$ cat src/rtl/proc_pkg.sv
// rtl/proc_pkg.sv - shared encodings for the processor datapath and control FSM
package proc_pkg;

    // Bus source codes (read_en). Codes 0, 11, 14 and 15 drive zero.
    localparam logic [3:0] RD_NONE = 4'd0;
    localparam logic [3:0] RD_PC   = 4'd1;
    localparam logic [3:0] RD_AR   = 4'd2;
    localparam logic [3:0] RD_DR   = 4'd3;
    localparam logic [3:0] RD_IR   = 4'd4;
    localparam logic [3:0] RD_AC   = 4'd5;
    localparam logic [3:0] RD_R    = 4'd6;
    localparam logic [3:0] RD_R1   = 4'd7;
    localparam logic [3:0] RD_R2   = 4'd8;
    localparam logic [3:0] RD_R3   = 4'd9;
    localparam logic [3:0] RD_R4   = 4'd10;
    localparam logic [3:0] RD_DM   = 4'd12;
    localparam logic [3:0] RD_IM   = 4'd13;

    // Destination bit indices within write_en.
    localparam int WR_PC  = 1;
    localparam int WR_AR  = 2;
    localparam int WR_IR  = 3;
    localparam int WR_AC  = 4;
    localparam int WR_R   = 5;
    localparam int WR_R4  = 7;
    localparam int WR_R3  = 8;
    localparam int WR_R2  = 9;
    localparam int WR_R1  = 10;
    localparam int WR_DM  = 11;
    localparam int WR_ALU = 12;

    // Increment / clear bit indices.
    localparam int INC_PC = 1;
    localparam int INC_AC = 4;
    localparam int CLR_AC = 4;

    // ALU operation codes; 5-7 fall back to pass.
    localparam logic [2:0] ALU_PASS   = 3'd0;
    localparam logic [2:0] ALU_ADD    = 3'd1;
    localparam logic [2:0] ALU_SUB    = 3'd2;
    localparam logic [2:0] ALU_MULT   = 3'd3;
    localparam logic [2:0] ALU_LSHIFT = 3'd4;

endpackage

$ cat src/rtl/proc_alu.sv
// rtl/proc_alu.sv - combinational ALU (pass/add/sub/mult/lshift), result truncated to DATA_W
// Ports: op (operation code), a (AC), b (R), result.
module proc_alu
    import proc_pkg::*;
#(
    parameter int DATA_W = 16
) (
    input  logic [2:0]        op,
    input  logic [DATA_W-1:0] a,
    input  logic [DATA_W-1:0] b,
    output logic [DATA_W-1:0] result
);

    always_comb begin
        result = a;
        case (op)
            ALU_ADD:    result = a + b;
            ALU_SUB:    result = a - b;
            ALU_MULT:   result = a * b;   // low DATA_W bits of the product
            ALU_LSHIFT: result = {a[DATA_W-2:0], 1'b0};
            default:    result = a;
        endcase
    end

endmodule

$ cat src/rtl/proc_datapath.sv
// rtl/proc_datapath.sv - single-bus register datapath driven by the processor control FSM
// Ports: clk/rst; read_en selects the bus source, write_en/inc_en/clr_en load, bump or clear
// registers, alu_op picks the ALU function; instruction/z go back to the control FSM;
// im_* and dm_* are the instruction/data memory ports; ac_out exposes AC.
module proc_datapath
    import proc_pkg::*;
#(
    parameter int DATA_W = 16,
    parameter int ADDR_W = 10
) (
    input  logic              clk,
    input  logic              rst,
    input  logic [3:0]        read_en,
    input  logic [15:0]       write_en,
    input  logic [15:0]       inc_en,
    input  logic [15:0]       clr_en,
    input  logic [2:0]        alu_op,
    output logic [5:0]        instruction,
    output logic [15:0]       z,
    output logic [ADDR_W-1:0] im_addr,
    input  logic [DATA_W-1:0] im_rdata,
    output logic [ADDR_W-1:0] dm_addr,
    output logic [DATA_W-1:0] dm_wdata,
    output logic              dm_we,
    input  logic [DATA_W-1:0] dm_rdata,
    output logic [DATA_W-1:0] ac_out
);

    logic [ADDR_W-1:0] pc_q, pc_d, ar_q, ar_d;
    logic [DATA_W-1:0] dr_q, ir_q, ir_d, ac_q, ac_d, r_q, r_d;
    logic [DATA_W-1:0] r1_q, r1_d, r2_q, r2_d, r3_q, r3_d, r4_q, r4_d;
    logic [DATA_W-1:0] bus, alu_result;

    // Enable bits with no destination in this datapath.
    logic unused_en;
    assign unused_en = ^{write_en[15:13], write_en[6], write_en[0],
                         inc_en[15:5], inc_en[3:2], inc_en[0],
                         clr_en[15:5], clr_en[3:0]};

    // Bus source mux; reads see register values from before this cycle's edge.
    always_comb begin
        bus = '0;
        case (read_en)
            RD_PC: bus = {{(DATA_W-ADDR_W){1'b0}}, pc_q};
            RD_AR: bus = {{(DATA_W-ADDR_W){1'b0}}, ar_q};
            RD_DR: bus = dr_q;
            RD_IR: bus = {6'b0, ir_q[DATA_W-1:6]};
            RD_AC: bus = ac_q;
            RD_R:  bus = r_q;
            RD_R1: bus = r1_q;
            RD_R2: bus = r2_q;
            RD_R3: bus = r3_q;
            RD_R4: bus = r4_q;
            RD_DM: bus = dm_rdata;
            RD_IM: bus = im_rdata;
            default: bus = '0;
        endcase
    end

    proc_alu #(.DATA_W(DATA_W)) u_alu (
        .op     (alu_op),
        .a      (ac_q),
        .b      (r_q),
        .result (alu_result)
    );

    always_comb begin
        pc_d = pc_q;
        if (write_en[WR_PC])      pc_d = bus[ADDR_W-1:0];
        else if (inc_en[INC_PC])  pc_d = pc_q + 1'b1;

        ar_d = write_en[WR_AR] ? bus[ADDR_W-1:0] : ar_q;
        ir_d = write_en[WR_IR] ? bus : ir_q;
        r_d  = write_en[WR_R]  ? bus : r_q;
        r1_d = write_en[WR_R1] ? bus : r1_q;
        r2_d = write_en[WR_R2] ? bus : r2_q;
        r3_d = write_en[WR_R3] ? bus : r3_q;
        r4_d = write_en[WR_R4] ? bus : r4_q;

        // Clear beats any load; the ALU result beats a plain bus load.
        ac_d = ac_q;
        if (clr_en[CLR_AC])       ac_d = '0;
        else if (write_en[WR_ALU]) ac_d = alu_result;
        else if (write_en[WR_AC])  ac_d = bus;
        else if (inc_en[INC_AC])   ac_d = ac_q + 1'b1;
    end

    // DR has no load path in this datapath; it only ever holds its reset value.
    always_ff @(posedge clk) begin
        if (rst) begin
            pc_q <= '0; ar_q <= '0; dr_q <= '0; ir_q <= '0;
            ac_q <= '0; r_q  <= '0;
            r1_q <= '0; r2_q <= '0; r3_q <= '0; r4_q <= '0;
        end else begin
            pc_q <= pc_d; ar_q <= ar_d; dr_q <= dr_q; ir_q <= ir_d;
            ac_q <= ac_d; r_q  <= r_d;
            r1_q <= r1_d; r2_q <= r2_d; r3_q <= r3_d; r4_q <= r4_d;
        end
    end

    assign instruction = ir_q[5:0];
    assign z           = {15'b0, (ac_q == '0)};
    assign im_addr     = pc_q;
    assign dm_addr     = ar_q;
    assign dm_wdata    = bus;
    assign dm_we       = write_en[WR_DM];
    assign ac_out      = ac_q;

endmodule

$ cat config.mk
export PLATFORM = sky130hd
export DESIGN_NAME = proc_datapath
export DESIGN_NICKNAME = d
export VERILOG_FILES = /design/src/rtl/proc_pkg.sv /design/src/rtl/proc_alu.sv /design/src/rtl/proc_datapath.sv
export SDC_FILE = /design/constraint.sdc
export NUM_CORES = 1
export LEC_CHECK = 0
export CORE_UTILIZATION = 25
export CTS_CLUSTER_SIZE = 40
export DETAILED_ROUTE_END_ITERATION = 8
export HOLD_SLACK_MARGIN = 0.15
export PLACE_DENSITY = 0.52
export SLEW_MARGIN = 10
export SYNTH_ARGS = -nofsm -noshare
export SYNTH_HDL_FRONTEND = slang
export SYNTH_HIERARCHICAL = 1
export SYNTH_SLANG_ARGS = --single-unit
$ cat constraint.sdc
create_clock -name clk -period 6.5 [get_ports clk]
set_clock_uncertainty 0.1 [all_clocks]
set_input_delay 0.975 -clock clk [delete_from_list [all_inputs] [get_ports clk]]
set_output_delay 0.975 -clock clk [all_outputs]
set_load 0.1 [all_outputs]
; After elaboration in Yosys (flattened, before gate mapping)
; Index checks and enable logic that the tools add are counted.
[classes]
n_div = 0
bitwise_logic = 0
order_cmp = 0
n_shift = 0
n_reduce_logical = 5
n_mul = 1
mux = 7
n_addsub = 4
eq_ne = 16
[op_table]
columns = op, n
row1 = 16-bit one-hot mux with 11 select lines, 1
row2 = 16-bit one-hot mux with 4 select lines, 1
row3 = 16-bit two-way mux, 3
row4 = "4-bit equality test, second input constant", 5
row5 = 10-bit two-way mux, 2
row6 = "16-bit by 1-bit adder with 16-bit output, second input constant", 1
row7 = 16-bit adder, 1
row8 = "4-bit by 3-bit equality test with 1-bit output, second input constant", 4
row9 = 16-bit logical NOT, 1
row10 = 16-bit by 16-bit multiplier with 16-bit output, 1
row11 = 16-bit subtractor, 1
row12 = "10-bit by 1-bit adder with 10-bit output, second input constant", 1
row13 = "3-bit by 2-bit equality test with 1-bit output, second input constant", 2
row14 = "5-bit by 1-bit inequality test with 1-bit output, second input constant", 1
row15 = "4-bit by 1-bit equality test with 1-bit output, second input constant", 1
row16 = "4-bit by 2-bit equality test with 1-bit output, second input constant", 1
row17 = "3-bit by 1-bit equality test with 1-bit output, second input constant", 1
row18 = "3-bit equality test, second input constant", 1
row19 = 3-bit nonzero test, 1
row20 = 2-bit AND reduction, 1
row21 = 2-bit nonzero test, 1
row22 = 2-bit OR reduction, 1
[word_totals]
output_inout_bits = 75
mem_count = 0
reg_bits = 132
latch_bits = 0
ramBits = 0
rom_bits = 0

; Logic depth before layout (Yosys ltp)
[logic_depth]
word_depth = 4
depth_mapped = 24

; Hierarchy
; Netlist, hierarchy kept.
[by_module_without_submodules]
columns = module, instances, area_per_inst_um2, cells_per_inst, seq_area_each_um2
row1 = proc_datapath, 1, 7164.4, 831, 2642.5
row2 = proc_alu, 1, 5585.4, 714, 0.0

; Worst setup path after synthesis
; OpenSTA, ideal clock, no wires.
[synth_path]
kind = register to register
from = register ac_q[5], in the netlist ac_out[5]
to = register ac_q[15], in the netlist ac_out[15]
setup_slack_ns = 0.067
t_arrival_ns = 6.205
setup_ns = 0.128
stages_incl_launch_ff = 21
required_time_ns = 6.272
synth_period_minus_slack_ns = 6.433
path_cell_list = dfxtp_1 clkbuf_1 nand2_1 fa_1 fa_1 inv_1 fa_1 fa_1 inv_1 fa_1 fa_1 xnor2_1 xnor2_1 xnor2_1 xnor2_1 xnor3_1 xnor2_1 a21oi_1 o21ai_1 a221oi_1 a21oi_1
[synth_lines]
columns = item, line_no
row1 = from (decl), proc_datapath.sv:30  ; logic [DATA_W-1:0] dr_q, ir_q, ir_d, ac_q, ac_d, r_q, r_d;
row2 = from (signal assigned), proc_datapath.sv:92  ; ac_q <= '0; r_q <= '0;
row3 = from (signal assigned), proc_datapath.sv:96  ; ac_q <= ac_d; r_q <= r_d;
row4 = 16-bit by 16-bit multiplier with 16-bit output (tied with other cells), proc_alu.sv:19  ; ALU_MULT: result = a * b;
row5 = 16-bit one-hot mux with 4 select lines *, proc_alu.sv:16  ; case (op)
row6 = net alu_result[15], proc_datapath.sv:32  ; logic [DATA_W-1:0] bus, alu_result;
row7 = 16-bit two-way mux *, proc_datapath.sv:83  ; else if (write_en[WR_ALU]) ac_d = alu_result;
; Mark *: on every way through the listed nets, which the timed path passes. The rest lies on a longest branch. The select of a mux whose other input is x is not followed.
; A chain may end at the register's enable or synchronous reset.

; Worst setup path after layout
[layout_path]
from = register ac_q[2], in the netlist ac_out[2]
to = register ac_q[15], in the netlist ac_out[15]
; Same word-level chain as after synthesis.

==> summary.md <==
| Metric | Value |
|---|---|
| First-pass GRT wire length | around 71000 µm |
| CTS Root Cell | clkbuf_16 |
| Tcrit/Tclk final | 0.953 |
| Tightest Pin Transition | 1180 ps |
| Synth Flop Type | dfxtp_1 |
| Setup ws final | approximately 300 ps |
| Clk_lat worst skew | around 430 ps |
| H-tree depth | 4 |
| Postcts setup bufs | 0 |
| Die Ht | around 230 µm |
| Routed WL | approximately 47000 µm |
| Setup slack after placement | roughly 230 ps |
| Slew headroom | 0.213 |
| Syn avg cell area | 8.25 µm² |
| Register area | about 0.0026 mm² |
| Worst reg2reg startpoint | ac_out[2] |
| Total Nets Final | between 1.5k and 2k |
| Largest net degree at the start of global routing | 94 |
| Detail Route Antenna Nets | 0 |
| Pwr Total | 3.05 mW |
| Core Box Area | about 0.05 mm² |
| Layout cells sized above 1 | 0.105 |
| Vias in the first global route | between 10k and 15k |
| Crit-path cells | nand2_1 -> fa_1 -> fa_1 -> inv_1 -> fa_1 -> fa_1 -> inv_1 -> fa_1 -> fa_1 -> xnor2_1 -> xnor2_1 -> xnor2_1 -> xnor2_1 -> xnor3_1 -> xnor2_1 -> a21oi_1 -> o21ai_1 -> a221oi_1 -> a21oi_1 |
| Number of vias per cell | a little over 5 |
| Number of remaining DRC errors | 0 |
| WS Path Type | reg -> reg |
| Multi-input logic area | 0.00894 mm² |
| Hold Fails Final Rpt | 0 |
| Synth Instances | ~1.5k |
| Post-synth EDFFs | 0 |
| Routability-driven placement congestion ratio | ~0.9 |
| Peak supply drop | roughly 0.20 mV |
| Worst EP arrival | about 6400 ps |
| Slew Viols, Final | 0 |
| Clk pin slew, worst setup/hold paths | roughly 60 ps |
| Site row count | 82 |
| CTS Buf Count | 17 |
| Post-Syn Area | between 0.01 and 0.015 mm² |
| Initial Util | 0.254 |
| Setup crit end kind | flop |
| Total Routing Usage GR | 0.177 |
| FF-to-FF path depth | 19 |
| Hold Crit Start | r4_q[4] |
| RR Endpoint | ac_out[15] |
| Syn-to-layout area delta | 19.1% |
| Final min period | between 6000 and 7000 ps |
| Antenna cells | 0 |
| Clk sinks | between 100 and 150 |
| Critical Path Source | ac_out[2] |
| Hold endpoint | r4_q[4] |
| Pre-antenna DRT Iters | 5 |
| Worst Path Required | between 6000 and 7000 ps |
| Post-synthesis register bit count | around 130 |
| Most frequent CP cell | fa_1 |
| PwrDens | ~200 mW/mm² |
| CTS max path bufs | 2 |
| Crit start category | flop |
| Initial DRC Count | between 1k and 1.5k |
| Wire per inst | roughly 20 µm |
| Setup_tns | 0 ps |
| Fmax achieved | 161 MHz |
| Synthesis warning total | 6 |
| Global route overflow | 0 |
| Crit-path max FO | 9 |
| RSZ-0062 raised after global routing | no |
| Sequential fraction of the synthesis area | 0.207 |
| Worst path slowest cell | dfxtp_1 |
| Final setup viols | 0 |
| Cell depth of the worst hold path | 2 |
| Number of antenna violations at the first check in global routing | 0 |
| Class of the worst hold path | reg -> reg |
| Post-synthesis async set-or-reset flop share | 0 |
| Fillers | 5401 |
| Static leakage | 6.20 nW |
| Vias | 11.7k |
| Top Ports | roughly 160 |
| CTS tree | built |
| CP peak stage delay | about 730 ps |
| Status | completed |
| Reg2reg setup slack | approximately 300 ps |
| Max-cap violations | 0 |
| Netlist cell types | 94 |
| Die ar. | between 0.05 and 0.06 mm² |
| Count of input and output buffers | 112 |
| Placed wire-length estimate | 34600 µm |
| Die X | between 200 and 250 µm |
[cell usage in the layout (no fill, tap or decap), types with 17 or more instances in the layout]
cell	count
a21oi_1	47
clkbuf_16	17
and2_1	74
nand2b_1	23
inv_1	146
o21ai_0	42
nand3_1	32
dfxtp_1	131
buf_4	76
clkdlybuf4s50_1	92
xor2_1	30
ha_1	69
fa_1	81
a211oi_1	117
xnor2_1	46
nor2_1	160
nand2_1	109
a22oi_1	24
[stage by stage]
| stage | hold slack (ps) | util | instance area, µm² | std cells |
|---|---|---|---|---|
| 2_1_floorplan | 359 | - | 12800 | 1559 |
| 3_3_place_gp | 370 | 0.289 | 14500 | 2275 |
| 3_5_place_dp | 376 | 0.289 | 14500 | 2275 |
| 4_1_cts | 384 | 0.302 | 15200 | 2307 |
| 5_1_grt | 394 | 0.302 | 15200 | 2307 |
| 6_report | 384 | 0.302 | 15200 | 2307 |
[kinds of logic after synthesis]
group | Yosys count | synth area share
adder cells (fa/ha/maj) | 150 | 0.195
XOR/XNOR | 78 | 0.0553
multiplexers | 32 | 0.0274
AO/OA/AOI/OAI | 358 | 0.207
buffers and inverters | 277 | 0.0958
other | 1 | 0.000294
AND/OR/NAND/NOR | 517 | 0.212
flip-flops | 132 | 0.207
[sequential cells by signal, summed over array words and instances, names as in the netlist]
signal	count
im_addr	10
r4_q	16
ir_q	16
dm_addr	10
r2_q	16
r3_q	16
ac_out	16
r_q	16
r1_q	16
[per-layer routing]
metal  vias to the layer above  part of all wire  track usage  routed length (µm)
li1                       5494                 -            -                   -
met2                       491              0.46        0.291               21700
met3                        71             0.067       0.0280                3110
met4                         0             0.026       0.0562                1200
met1                      5608              0.44        0.237               20700
met5                         -                 0            0                   0
[power breakdown]
group | switching, mW | total (mW) | internal, mW
combinational | 0.678 | 0.996 | 0.318
sequential | 0.0767 | 0.941 | 0.864
clock | 0.386 | 1.11 | 0.723
total | 1.14 | 3.05 | 1.90
[cell type report]
type | count | share of cell area
multi-input combinational | 1150 | 0.589
timing repair buffer | 172 | 0.101
tap | 672 | 0.0554
sequential | 132 | 0.174
clock buffer | 21 | 0.0316
inverter | 149 | 0.0368
clock inverter | 11 | 0.0129
[synth_stat cells (5+ instances only)]
cell type | count | area (µm²)
a211oi_1 | 117 | 878
a211oi_2 | 10 | 125
a21oi_1 | 47 | 235
a221oi_1 | 7 | 61.3
a22o_1 | 7 | 61.3
a22oi_1 | 24 | 180
a31oi_1 | 7 | 43.8
a32oi_1 | 9 | 78.8
and2_1 | 74 | 463
and3_1 | 9 | 56.3
and3b_1 | 10 | 87.6
buf_2 | 18 | 90.1
buf_4 | 30 | 225
buf_6 | 6 | 67.6
clkbuf_1 | 72 | 270
dfxtp_1 | 132 | 2640
fa_1 | 81 | 1620
ha_1 | 69 | 863
inv_1 | 146 | 548
mux2_2 | 15 | 169
mux2i_1 | 15 | 150
nand2_1 | 109 | 409
nand2b_1 | 23 | 144
nand3_1 | 32 | 160
nand3b_1 | 10 | 75.1
nand4_1 | 12 | 75.1
nor2_1 | 160 | 601
nor2b_1 | 13 | 81.3
nor3_1 | 13 | 65.1
nor4_1 | 9 | 56.3
o21a_1 | 5 | 37.5
o21ai_0 | 42 | 210
o21ai_1 | 5 | 25.0
o221ai_1 | 5 | 43.8
o22ai_1 | 15 | 93.8
o31ai_1 | 6 | 45.0
xnor2_1 | 46 | 403
xor2_1 | 30 | 263
[critical path, delay by kind of cell (launching register included)]
kind	cells	cell delay, ps
simple gates	1	160
xor+xnor	6	1230
buf+inv	2	100
fa+ha+maj	6	3020
flops	1	730
compound gates	4	720
[what timing repair did]
action / CTS / global route
endpoints found under the setup margin: 0 / 2
hold buffers: 0 / 0
resized for setup: 0 / 1
[worst max path at each step]
| stage | depth (start not counted) | end | slack [ps] |
|---|---|---|---|
| 5_1_grt | 19 | ac_out[14] | 20 |
| 4_1_cts | 19 | ac_out[15] | 200 |
| 6_report | 19 | ac_out[15] | 300 |
| 3_3_place_gp | 19 | ac_out[15] | 290 |
| 2_1_floorplan | 20 | ac_out[15] | 70 |
| 3_5_place_dp | 19 | ac_out[15] | 230 |
Power figures use the tool's default switching activity.
